## src/rtl/btime_pkg.sv

```systemverilog
// btime_pkg: shared states, region map and defaults for the Burger Time ROM loader
package btime_pkg;
  localparam logic [16:0] ROM_BYTES_DEF = 17'h1_A000;
  localparam int HOLD_CYCLES_DEF = 1024;
  localparam int NREG_DEF = 4;
  typedef enum logic [2:0] {EMPTY, LOAD, HOLD, RUN, FAIL} state_t;
  typedef enum logic [1:0] {REG_PROG, REG_SOUND, REG_TILES, REG_SPRITES} region_t;
  localparam logic [NREG_DEF-1:0][16:0] REG_BASE = {17'h1_1000, 17'h0_B000, 17'h0_A000, 17'h0_0000};
  localparam logic [16:0] REG_END = ROM_BYTES_DEF;
  localparam logic [NREG_DEF-1:0][16:0] REG_LIM = {REG_END, REG_BASE[REG_SPRITES], REG_BASE[REG_TILES], REG_BASE[REG_SOUND]};
endpackage

```

## src/rtl/btime_region_dec.sv

```systemverilog
// btime_region_dec: maps a download address onto its one-hot ROM region
module btime_region_dec import btime_pkg::*; (
  input  logic [16:0]         addr,
  output logic [NREG_DEF-1:0] region
);
  for (genvar r = 0; r < NREG_DEF; r++) begin : g_reg
    assign region[r] = addr >= REG_BASE[r] && addr < REG_LIM[r];
  end
endmodule

```

## src/rtl/btime_rom_loader.sv

```systemverilog
// btime_rom_loader: re-times ioctl ROM writes into the core and sequences its reset
module btime_rom_loader import btime_pkg::*; #(
  parameter logic [16:0] ROM_BYTES   = ROM_BYTES_DEF,
  parameter int          HOLD_CYCLES = HOLD_CYCLES_DEF,
  parameter int          NREG        = NREG_DEF
) (
  input  logic            clk_sys,
  input  logic            reset_n,
  input  logic            ioctl_download,
  input  logic            ioctl_wr,
  input  logic [24:0]     ioctl_addr,
  input  logic [7:0]      ioctl_dout,
  input  logic            user_reset,
  output logic [16:0]     dn_addr,
  output logic [7:0]      dn_data,
  output logic            dn_wr,
  output logic [NREG-1:0] dn_region,
  output logic            core_reset,
  output logic            load_ok,
  output logic            err_short,
  output logic            err_overflow
);
  localparam int HW = $clog2(HOLD_CYCLES);
  state_t state;
  logic dl_q, dl_rise, dl_fall, in_rom, wr_ok, wr_ovf;
  logic [16:0] byte_cnt, cnt_nxt;
  logic [HW-1:0] hold_cnt;
  logic [NREG_DEF-1:0] region;
  assign dl_rise = ioctl_download & ~dl_q;
  assign dl_fall = ~ioctl_download & dl_q;
  assign in_rom  = ioctl_addr < 25'(ROM_BYTES);
  assign wr_ok   = state == LOAD && ioctl_wr && in_rom;
  assign wr_ovf  = state == LOAD && ioctl_wr && !in_rom;
  assign cnt_nxt = !wr_ok ? byte_cnt : byte_cnt == ROM_BYTES ? byte_cnt : byte_cnt + 17'd1;
  btime_region_dec u_dec (.addr(dn_addr), .region(region));
  assign dn_region = dn_wr ? NREG'(region) : '0;
  // download sequencing, byte counting, hold-off timing and the core write port
  always_ff @(posedge clk_sys) begin
    if (!reset_n) begin
      state        <= EMPTY;
      dl_q         <= 1'b0;
      dn_addr      <= '0;
      dn_data      <= '0;
      dn_wr        <= 1'b0;
      core_reset   <= 1'b1;
      load_ok      <= 1'b0;
      err_short    <= 1'b0;
      err_overflow <= 1'b0;
      byte_cnt     <= '0;
      hold_cnt     <= '0;
    end else begin
      dl_q  <= ioctl_download;
      dn_wr <= wr_ok;
      if (wr_ok) begin
        dn_addr <= ioctl_addr[16:0];
        dn_data <= ioctl_dout;
      end
      if (dl_rise && state != LOAD) begin
        state        <= LOAD;
        core_reset   <= 1'b1;
        load_ok      <= 1'b0;
        err_short    <= 1'b0;
        err_overflow <= 1'b0;
        byte_cnt     <= '0;
      end else begin
        case (state)
          LOAD: begin
            byte_cnt <= cnt_nxt;
            if (wr_ovf) err_overflow <= 1'b1;
            if (dl_fall && cnt_nxt == ROM_BYTES) begin
              state    <= HOLD;
              load_ok  <= 1'b1;
              hold_cnt <= '0;
            end else if (dl_fall) begin
              state     <= FAIL;
              err_short <= 1'b1;
            end
          end
          HOLD: begin
            if (user_reset) hold_cnt <= '0;
            else if (hold_cnt == HW'(HOLD_CYCLES - 1)) begin
              state      <= RUN;
              core_reset <= 1'b0;
            end else hold_cnt <= hold_cnt + HW'(1);
          end
          RUN: begin
            if (user_reset) begin
              state      <= HOLD;
              hold_cnt   <= '0;
              core_reset <= 1'b1;
            end
          end
          default: ;
        endcase
      end
    end
  end
endmodule

```

## config.mk

```make
export PLATFORM = sky130hd
export DESIGN_NAME = btime_rom_loader
export DESIGN_NICKNAME = d
export VERILOG_FILES = /design/src/rtl/btime_pkg.sv /design/src/rtl/btime_region_dec.sv /design/src/rtl/btime_rom_loader.sv
export SDC_FILE = /design/constraint.sdc
export NUM_CORES = 1
export LEC_CHECK = 0
export ABC_AREA = 1
export BUFFER_PORTS_ARGS = -buffer_cell sky130_fd_sc_hd__buf_4
export CAP_MARGIN = 20
export CORE_AREA = 2 2 87 89
export CTS_CLUSTER_DIAMETER = 100
export DETAILED_ROUTE_END_ITERATION = 8
export DIE_AREA = 0 0 89 91
export PLACE_DENSITY_LB_ADDON = 0.2
export SLEW_MARGIN = 20
export SYNTH_ARGS = -nofsm -noshare
export SYNTH_HDL_FRONTEND = slang
export SYNTH_HIERARCHICAL = 1
export SYNTH_SLANG_ARGS = --single-unit
```

## constraint.sdc

```tcl
create_clock -name clk_sys -period 2.3 [get_ports clk_sys]
set_clock_uncertainty 0.1 [all_clocks]
set_input_delay 0 -clock clk_sys [delete_from_list [all_inputs] [get_ports clk_sys]]
set_output_delay 0 -clock clk_sys [all_outputs]
set_load 0.02 [all_outputs]
```

# After elaboration in Yosys (flattened, before gate mapping)
# Cells that the tools add are included.
# op_classes
add_sub_neg,2
magnitude_cmp,9
n_eq_ne,17
muxes,19
n_bitwise,7
reduce_logical,21
# ops
cell,count
$mux W10,4
$eq A17 B17 Y1 const B,2
$ge A17 B16 Y1 const B,2
$lt A17 B16 Y1 const B,2
$lt A17 B17 Y1 const B,2
$mux W17,2
$pmux W10 S3,1
$lt A25 B17 Y1 const B,1
$add A17 B1 Y17 const B,1
$ge A17 B1 Y1 const B,1
$ge A17 B17 Y1 const B,1
$mux W3,5
$reduce_and A5 Y1,3
$ne A3 B3 Y1 const B,4
$add A10 B1 Y10 const B,1
$eq A10 B10 Y1 const B,1
$logic_and A1 B1 Y1,9
$pmux W3 S3,1
$eq A3 B2 Y1 const B,2
$ne A2 B2 Y1 const B,3
$not A1 Y1,5
$mux W1,4
$mux W4,1
$ne A4 B2 Y1 const B,1
14 further kinds,16
# word_totals
ff_bits,61
inputBits,38
output_inout_bits,34

# Depth between registers and ports, before layout
# Gate-level depths: netlist of the first run.
# depth
depth_word,9
depth_mapped,18
mapped_depth_nobuf,18

# Cells and area by module
# The synthesis of the first run kept the hierarchy.
# modules_own_cells
module,n_inst,cells_per_inst,area_per_inst_um2,seq_area_each_um2
btime_rom_loader,1,521,3323.2,1221.2
btime_region_dec,1,17,75.1,0.0

# Worst setup path before layout of the first run
# No wires, ideal clock.
# synth_path
path_type,reg2reg
from,reg byte_cnt[0]
to,reg hold_cnt[9]
setup_time_ps,115
arrival_time_ps,1924
required_ps,2085
slack_ps,161
stages_incl_launch_ff,18
n_path_buf,1
synth_period_minus_slack_ps,2139
path_cell_list,dfxtp_1 ha_1 nand3_2 inv_2 nand2_1 o21ai_1 nand2_1 nand2_1 nand2_1 nor2_1 nand2_1 nor2_2 nand3_4 nand2_8 buf_8 nand3_1 nand2_1 nor2_1
# synth_via
elab_chain_cells,7
word_cells_on_any_way,8
cone_classes,add/sub (1); eq/ne (3); mux (2); reduce/logical (2)
# synth_lines
element,line_no,rtl
start: declaration,btime_rom_loader.sv:26,"logic [16:0] byte_cnt, cnt_nxt;"
start signal: assignment,btime_rom_loader.sv:68,byte_cnt <= cnt_nxt;
$add A17 B1 Y17 or $eq A17 B17 Y1 (tied branches),btime_rom_loader.sv:34,assign cnt_nxt = !wr_ok ? byte_cnt : byte_cnt == ROM_BYTES ? byte_cnt : byte_cnt + 17'd1;
$mux W17,btime_rom_loader.sv:34,
$mux W17 *,btime_rom_loader.sv:34,
$eq A17 B17 Y1 *,btime_rom_loader.sv:70,if (dl_fall && cnt_nxt == ROM_BYTES) begin
$logic_and A1 B1 Y1 *,btime_rom_loader.sv:70,
$ne A2 B1 Y1 (no source line) *,-,
$reduce_and A5 Y1 (no source line) *,-,
end signal: assignment,btime_rom_loader.sv:84,end else hold_cnt <= hold_cnt + HW'(1);
end: declaration,btime_rom_loader.sv:27,logic [HW-1:0] hold_cnt;
# Mark *: on every way between the ends. The rest lies on a longest branch, timed or not.
# A chain may end at the register's enable or synchronous reset.

# Worst setup path after layout of the first run
# layout_path
from,reg byte_cnt[0]
to,reg hold_cnt[1]
# Same word-level chain as after synthesis.

==> results.md, run 1 <==
- The length in cells of the worst reg-to-reg path is 14.
- The average routed wire per standard cell is between 10 and 15 microns.
- The path class of the lowest-slack min-delay path is in -> reg.
- Across the run, the number of max-cap violations was 0.
- For the final routed database, the setup TNS stands at 0 ns.
- Global routing consumed, on the met2 layer, ~39% of the routing resources.
- The remaining routing DRC violations is 0.
- In this run the tightest slew margin relative to its limit is 52.88%.
- The share of the clock period used by the worst path is between 90% and 100%.
- Setup slack on the worst reg-to-reg path comes out at between 0.03 and 0.04 ns.
- The flip-flop and latch count after synthesis is just over 60.
- Setup repair after global routing could not meet its margin everywhere.
- The wire length of the first global-routing pass is around 16 mm.
- At the end of routability-driven placement, the weighted congestion stood at 0.9023.
- The clock transition time at the flip-flop clock pins of the worst setup and hold paths is about 0.07 ns.
- The routing usage on met3 is under 10%.
- The total count of max-transition violations in the final report is 0.
- The critical path required time is between 2 and 2.5 ns.
- The initial utilization of the core area, before any placement, comes to 47.62%.
- The data arrival at the endpoint of the critical path is about 2.4 ns.
- After synthesis, the cell types taking the most area are dfxtp_1 36%, nand2_1 20%, nor2_1 8.1%.
- After layout, the worst setup slack is 0.03543 ns.
- IR analysis of the VDD net gives a maximum drop of approximately 0.00031 V.
- The worst setup path is captured at a register.
- The area share of the largest cell type after synthesis is between 30 and 40%.
- At the later pin of the worst-skew pair, clock insertion delay measures 0.35 ns.
- Timing analysis after detailed placement gives a worst setup slack of around 0.0017 ns.
- In this run the worst path has a maximum fanout of 6.
- The cell type with the highest aggregate area in the netlist is dfxtp_1.
- The shortest clock period the worst path allows after layout is around 2.3 ns.
- The repair_antennas step left the layout with diodes totalling 0.
- Buffers inserted during clock tree synthesis total 9.
- The total design power is approximately 2.7 mW.
- The leakage power total is 2.120 nW.
- The tree is rooted in a clkbuf_8.
- The total number of clock tree sinks is slightly above 60.
- The half-perimeter wire length after detailed placement is approximately 6.3 mm.
- The startpoint identified for the worst register-to-register timing path is byte_cnt[0]$_SDFFE_PP0N_.
- The maximum frequency from static timing analysis is 441.6 MHz.
- The via count of the first global-routing pass is approximately 3500.
- The synthesized netlist occupies a cell area of around 3400 sq um.
- Using the TritonRoute via totals, the vias-per-cell ratio works out to 4.959.
- The full die area is around 8100 sq um.
- The met1 track demand over resource is 29.35%.
- A synthesized cell averages roughly 6.3 sq um.
- The worst-case clock buffer depth is 2.
- The worst reg2reg path endpoint is hold_cnt[1]$_SDFFE_PN0P_.
- The largest net degree at the start of global routing is 28.
- met2 is the most crowded layer.
- The number of different library cells in the post-synthesis netlist is 36.
- The total of buffers placed on input and output ports is 71.
- The die extent in y is roughly 91 microns.
- The overall via count from detail_route is between 3000 and 4000.
- When the netlist entered floorplanning its net count stood at 579.
- The I/O pin count is between 70 and 80.
- The most critical setup path has its startpoint at byte_cnt[0]$_SDFFE_PP0N_.
- The number of optimization iterations in the first detailed-route pass is 5.
- After floorplanning, the core was sized to cover between 7000 and 8000 sq um.
- The number of warnings printed during yosys synthesis is 6.
- In this run the remaining antenna-violating nets after routing total 0.
- TritonCTS built the clock tree.
- The number of antenna violations at the first check in global routing is 0.
- For the pin with the worst max-slew slack, the measured transition is just over 0.7 ns.
- Setup violations remaining at the end of the flow were counted as 0.
- The H-tree level count is 3.
- The final number of hold-violating endpoints is 0.
- In this run the core area contains 31 standard-cell rows.
- For this run, the post-layout net count is ~700.
- The cell count after synthesis is roughly 540.
- The aggregate global routing overflow is 0.
- The signed area change from the synthesized netlist to the final layout is 40.76%.
- Cells with a size suffix above 1 make up 26.48% of the layout.
- The timing endpoint of the critical path is hold_cnt[1]$_SDFFE_PN0P_.
- The detailed router's first-iteration violation count is around 190.
- The cell area power density is 573.5 nW/um^2.
- The worst setup path is launched from a register.
- The width of the die is slightly below 90 microns.
- For this block, the routed nets add up to about 9.8 mm of wire.
- Global routing used a little under a quarter of the available tracks across all layers.
- The flow ran to the end, and the final reports show no timing, DRC or antenna violations.
- The worst setup path is of the reg -> reg kind.
- The share of synthesized area occupied by flip-flops and latches is between 30% and 40%.
-- metrics by stage --
stage	hold slack [ns]	cells	instance area [sq um]	util, %
floorplan	-0.006547	538	3398	-
global route	0.07270	760	4783	67.02
CTS	0.02546	749	4579	64.17
detailed placement	0.09397	703	4041	56.63
global placement	0.08789	703	4041	56.63
finish	0.01757	760	4783	67.02
-- cell usage after synthesis (all sizes together) --
master / number
o21ai: 12
nand4: 9
xnor2: 2
buf: 7
dfxtp: 61
nand3b: 3
xor2: 4
nor2: 85
nand3: 35
a31oi: 1
o21a: 1
a21oi: 50
inv: 67
or2: 2
clkinv: 1
a311oi: 1
o31ai: 1
clkbuf: 8
nor3: 4
nand2: 181
ha: 3
-- registers in the layout (all words and copies together) (netlist names) --
register      count
byte_cnt         17
core_reset        1
dl_q              1
dn_addr          17
dn_data           8
dn_wr             1
err_overflow      1
err_short         1
hold_cnt         10
load_ok           1
state             3
-- worst max-delay path, cell delays in order (launching register included) --
cell and delay (ns):
dfxtp_4 0.37, buf_4 0.12, nand3_2 0.14, nor2_2 0.21, nand3_1 0.12, nand2_1 0.07
nand2_1 0.06, a21oi_2 0.14, nand4_1 0.14, nor2_2 0.18, nand3_4 0.18, nand2_8 0.14
nand2_2 0.05, nor2_1 0.09, nor2_1 0.05
-- how the worst min path moves through the flow --
stage,start,end,slack (ns),cells past startpoint
4_1_cts,ioctl_addr[19],err_overflow$_SDFFE_PP0P_,0.03,7
5_1_grt,ioctl_wr,err_overflow$_SDFFE_PP0P_,0.07,5
3_5_place_dp,ioctl_download,dl_q$_SDFF_PN0_,0.09,3
3_3_place_gp,ioctl_download,dl_q$_SDFF_PN0_,0.09,3
6_report,ioctl_wr,err_overflow$_SDFFE_PP0P_,0.02,5
2_1_floorplan,ioctl_download,dl_q$_SDFF_PN0_,-0.007,2
-- metal layers --
| layer | part of all wire (%) | vias up |
|---|---|---|
| li1 | - | 1917 |
| met1 | 41 | 1686 |
| met2 | 50 | 129 |
| met3 | 5.3 | 37 |
| met4 | 3.9 | 0 |
| met5 | 0 | - |
-- cell families after synthesis --
family | count (synthesis) | synth area share [%]
flops | 61 | 35.94
compound gates | 66 | 10.13
simple gates | 319 | 41.09
xor+xnor | 6 | 1.546
fa+ha+maj | 3 | 1.105
buf+inv | 83 | 10.20
-- final cells by class --
cell class              count  area, sq um
inverters                  68        262.8
repair buffers            120        974.7
fillers                   633         2354
well taps                  99        123.9
flip-flops and latches     61         1247
multi-input cells         396         1936
clock buffers              10        127.6
clock inverters             6        111.4
-- power by group --
group	total, mW	switching, mW	internal [mW]	leakage [nW]
clock	1.16	0.441	0.720	0.116
sequential	1.14	0.0416	1.10	0.502
combinational	0.437	0.241	0.196	1.50
-- cells in the final DEF (no fill, tap or decap), types with 2 or more instances in the layout --
cell and instances:
dfxtp_2 15, inv_2 8, dlygate4sd3_1 29, nand3_2 2, nor2_2 14, nand3_4 4
ha_4 2, bufinv_16 3, nand2_1 171, nand3b_1 3, a21oi_1 49, nand3_1 29
xor2_1 4, o21ai_1 5, or2_2 2, nand2_2 9, nand4_1 9, o21ai_0 7
xnor2_1 2, nor3_1 3, dfxtp_1 44, dfxtp_4 2, buf_4 89, inv_1 57
nand2_4 2, nor2_4 4, nor2_1 67, clkbuf_8 9
-- timing repair --
action,CTS,global route
gates resized for setup,1,46
cloned,0,3
endpoints found under the hold margin,38,0
buffers inserted,1,8
hold buffers,29,0
endpoints found under the setup margin,4,14
pin swaps,1,17
No activity file was read; power rests on OpenSTA's default activity.
==> inputs of run 2 (changes only) <==
--- a/config.mk
+++ b/config.mk
@@ -7,5 +7,5 @@
 export LEC_CHECK = 0
 export ABC_AREA = 1
-export BUFFER_PORTS_ARGS = -buffer_cell sky130_fd_sc_hd__buf_4
+export BUFFER_PORTS_ARGS = -buffer_cell sky130_fd_sc_hd__buf_2
 export CAP_MARGIN = 20
 export CORE_AREA = 2 2 87 89
@@ -13,5 +13,5 @@
 export DETAILED_ROUTE_END_ITERATION = 8
 export DIE_AREA = 0 0 89 91
-export PLACE_DENSITY_LB_ADDON = 0.2
+export PLACE_DENSITY_LB_ADDON = 0.15
 export SLEW_MARGIN = 20
 export SYNTH_ARGS = -nofsm -noshare
==> constraint.sdc (replaced) <==
create_clock -name clk_sys -period 2.3 [get_ports clk_sys]
set_clock_uncertainty 0.1 [all_clocks]
set_input_delay 0.115 -clock clk_sys [delete_from_list [all_inputs] [get_ports clk_sys]]
set_output_delay 0.115 -clock clk_sys [all_outputs]
set_load 0.02 [all_outputs]
==> results.md, run 2 (same netlist as run 1, synthesis figures left out) <==
- The max-cap violation count came to 0 (unchanged).
- The placed cell area was 3871 sq um (was 4041 sq um).
- The via count of the first global-routing pass was 3247 (was 3507).
- The total of buffers placed on input and output ports was 71 (unchanged).
- The cell area after layout is 4483 sq um (was 4783 sq um).
- The I/O pin count is 72 (unchanged).
- The data arrival at the endpoint of the critical path came to 2.44 ns (was 2.40 ns).
- The aggregate global routing overflow is 0 (unchanged).
- The switching share of total power is 29.76% (was 26.38%).
- The antenna diode count is 0 (unchanged).
- The family with the most delay on the worst path is simple AND/OR/NAND/NOR gates (unchanged).
- The maximum frequency from static timing analysis is 435.2 MHz (was 441.6 MHz).
- The most used cell along the critical path is nor2_1.
- The cell with the largest stage delay on the worst path was dlygate4sd3_1 (was dfxtp_4).
- The final number of hold-violating endpoints is 0 (unchanged).
- The number of optimization iterations in the first detailed-route pass is 5 (unchanged).
- The count of endpoints failing setup in the final report is 0 (unchanged).
- The power dissipated by switching net loads was 0.7497 mW (was 0.7235 mW).
- Chain of cells forming the critical path: dlygate4sd3_1 > buf_2 > nor2_1 > nor2_1 > inv_1 > nand3_4 > buf_4 > nand2_1 > nand2_1 > nor2_1 > nand4_1 > nor2_2 > nand3_4 > nand2_4 > nand3_1 > nand2_1 > nor2_1 (was buf_4 > nand3_2 > nor2_2 > nand3_1 > nand2_1 > nand2_1 > a21oi_2 > nand4_1 > nor2_2 > nand3_4 > nand2_8 > nand2_2 > nor2_1 > nor2_1).
- The total number of clock tree sinks is 61 (unchanged).
- The signed area change from the synthesized netlist to the final layout is 31.92% (was 40.76%).
- The critical-path maximum fanout is 9 (was 6).
- The startpoint kind of the worst setup timing path is an input pin (was register).
- The final total negative setup slack was 0 ns (unchanged).
- The clock transition time at the flip-flop clock pins of the worst setup and hold paths is 0.08 ns (was 0.07 ns).
- The delay of the slowest cell on the worst path was 0.52 ns (was 0.37 ns).
- The via density per instance is 4.891 (was 4.959).
- The overall via count from detail_route is 3688 (was 3769).
- The final wirelength is 9.170 mm (was 9.796 mm).
- The startpoint of the worst register-to-register path is state[0]$_SDFFE_PN0P_ (was byte_cnt[0]$_SDFFE_PP0N_).
- The shortest clock period the worst path allows after layout is 2.298 ns (was 2.265 ns).
- The library cell used as clock root buffer is clkbuf_8 (unchanged).
- The H-tree level count is 3 (unchanged).
- The starting density of the core was 47.62% (unchanged).
- The leakage power total is 2.025 nW (was 2.120 nW).
- The largest net degree at the start of global routing was 28 (unchanged).
- Setup repair after global routing missed its margin: yes (unchanged).
- The relative max-transition margin came to 51.13% (was 52.88%).
- The die extent in y is 91 microns (unchanged).
- The number of nets still failing antenna checks after routing came to 0 (unchanged).
- The clock insertion delay at the later pin of the skew report is 0.34 ns (was 0.35 ns).
- The path class of the lowest-slack min-delay path is in -> reg (unchanged).
- The cell area power density is 562.0 nW/um^2 (was 573.5 nW/um^2).
- The core area is 7137 sq um (unchanged).
- The most frequent standard cell in the layout excluding fill and tap cells is nand2_1 (unchanged).
- The share of the clock period used by the worst path is 99.91% (was 98.46%).
- The total count of max-transition violations in the final report is 0 (unchanged).
- The total buffers and inverters traversed by the critical path is 4 (was 1).
- The total instance count after detailed placement was 704 (was 703).
- The half-perimeter wire length after detailed placement was 6.100 mm (was 6.279 mm).
- The critical setup path kind is in -> reg (was reg -> reg).
- The number of buffers created by CTS is 9 (unchanged).
- The wire length of the first global-routing pass is 14.46 mm (was 15.59 mm).
- The total number of nets in the final design came to 691 (was 697).
- The weighted congestion reported at the end of routability-driven placement came to 0.9136 (was 0.9023).
- The power share of the clock group is 38.6% (was 42.3%).
- The final-layout worst hold slack is 0.01992 ns (was 0.01757 ns).
- The final standard cell count with taps included and fillers excluded was 754 (was 760).
- The number of rows in the core area was 31 (unchanged).
- The transition time at the pin with the least slew margin is 0.7322 ns (was 0.7061 ns).
- Status: finished clean (unchanged).
- The combinational power share is 16.2% (was 15.9%).
- The average routed wire per standard cell is 12.16 microns (was 12.89 microns).
- Registers with the most flip-flops: byte_cnt x17, dn_addr x17, hold_cnt x10 (unchanged).
- The number of antenna violations at the first check in global routing came to 0 (unchanged).
- The CTS tree is yes (unchanged).
- The internal power of the cells is 1.770 mW (was 2.020 mW).
- The fraction of layout instances using a drive strength above 1 is 23.51% (was 26.48%).
- The detailed router's first-iteration violation count came to 174 (was 192).
- The share of the core filled with cells in the final layout is 62.82% (was 67.02%).
- The worst-case clock buffer depth is 2 (unchanged).
- The remaining routing DRC violations is 0 (unchanged).
- The maximum ir drop on the vdd rail is 0.0004653 V (was 0.0003112 V).
- The part of the power in registers is 45.2% (was 41.7%).
- The width of the die is 89 microns (unchanged).
- The critical path required time is 2.44 ns (about the same).
- The kind of capture point of the worst setup path is a register (unchanged).
- The overall fraction of global-route tracks in use was 22.66% (was 23.99%).
- The beginning of the critical path is ioctl_addr[14] (was byte_cnt[0]$_SDFFE_PP0N_).
- Commonest cells after routing, fill and taps aside: 176 x nand2_1, 71 x buf_2, 69 x nor2_1 (was 171 x nand2_1, 89 x buf_4, 67 x nor2_1).
- The hold path startpoint is reset_n (was ioctl_wr).
- The full die area is 8099 sq um (unchanged).
[run 2: cell type report]
| class | instances | area, sq um |
|---|---|---|
| tap | 99 | 123.9 |
| clock inverter | 7 | 73.82 |
| inverter | 68 | 265.3 |
| timing repair buffer | 114 | 745.7 |
| sequential | 61 | 1235 |
| clock buffer | 9 | 123.9 |
| multi-input combinational | 396 | 1916 |
| fill | 686 | 2654 |
[run 2: worst paths after layout]
kind | end | slack (ns) | depth (start not counted)
setup / recovery | hold_cnt[3]$_SDFFE_PN0P_ | 0.002 | 17
hold / removal | dl_q$_SDFF_PN0_ | 0.02 | 3
setup reg to reg | hold_cnt[3]$_SDFFE_PN0P_ | 0.01 | 14
hold reg to reg | err_short$_SDFFE_PP0P_ | 0.35 | 2
[run 2: metal layers]
| metal | track usage (%) | vias up | routed length, microns |
|---|---|---|---|
| li1 | - | 1913 | - |
| met1 | 27.38 | 1667 | 3926 |
| met2 | 38.06 | 93 | 4757 |
| met3 | 4.273 | 15 | 312 |
| met4 | 10.70 | 0 | 174 |
| met5 | 0 | - | 0 |
[run 2: worst register-to-register path: stages (launching register included)]
cell and delay (ns):
dfxtp_1 0.39, nand3_2 0.13, nor2_4 0.16, nand3_4 0.14, buf_4 0.16, nand2_1 0.07
nand2_1 0.08, nor2_1 0.09, nand4_1 0.14, nor2_2 0.20, nand3_4 0.18, nand2_4 0.18
nand3_1 0.08, nand2_1 0.06, nor2_1 0.04
[run 2: what timing repair did]
| action | in CTS | in global routing |
|---|---|---|
| setup buffers | 0 | 5 |
| gates resized for setup | 1 | 28 |
| endpoints found under the setup margin | 2 | 14 |
| pin swaps | 0 | 18 |
| endpoints found under the hold margin | 27 | 0 |
| gates cloned | 0 | 2 |
| hold buffers | 27 | 0 |
[run 2: per-stage QoR]
step	total power [mW]	worst slack, ns
global placement	1.502	0.03875
CTS	2.511	0.004982
finish	2.519	0.001979
floorplan	1.419	0.1609
detailed placement	1.509	-0.00007261
global route	2.636	-0.1607
[run 2: power by group through the flow]
stage / clock network (mW) / logic (mW) / registers, mW
floorplan: 0 / 0.256 / 1.16
global placement: 0 / 0.339 / 1.16
detailed placement: 0 / 0.346 / 1.16
CTS: 0.988 / 0.382 / 1.14
global route: 1.03 / 0.458 / 1.15
finish: 0.971 / 0.408 / 1.14
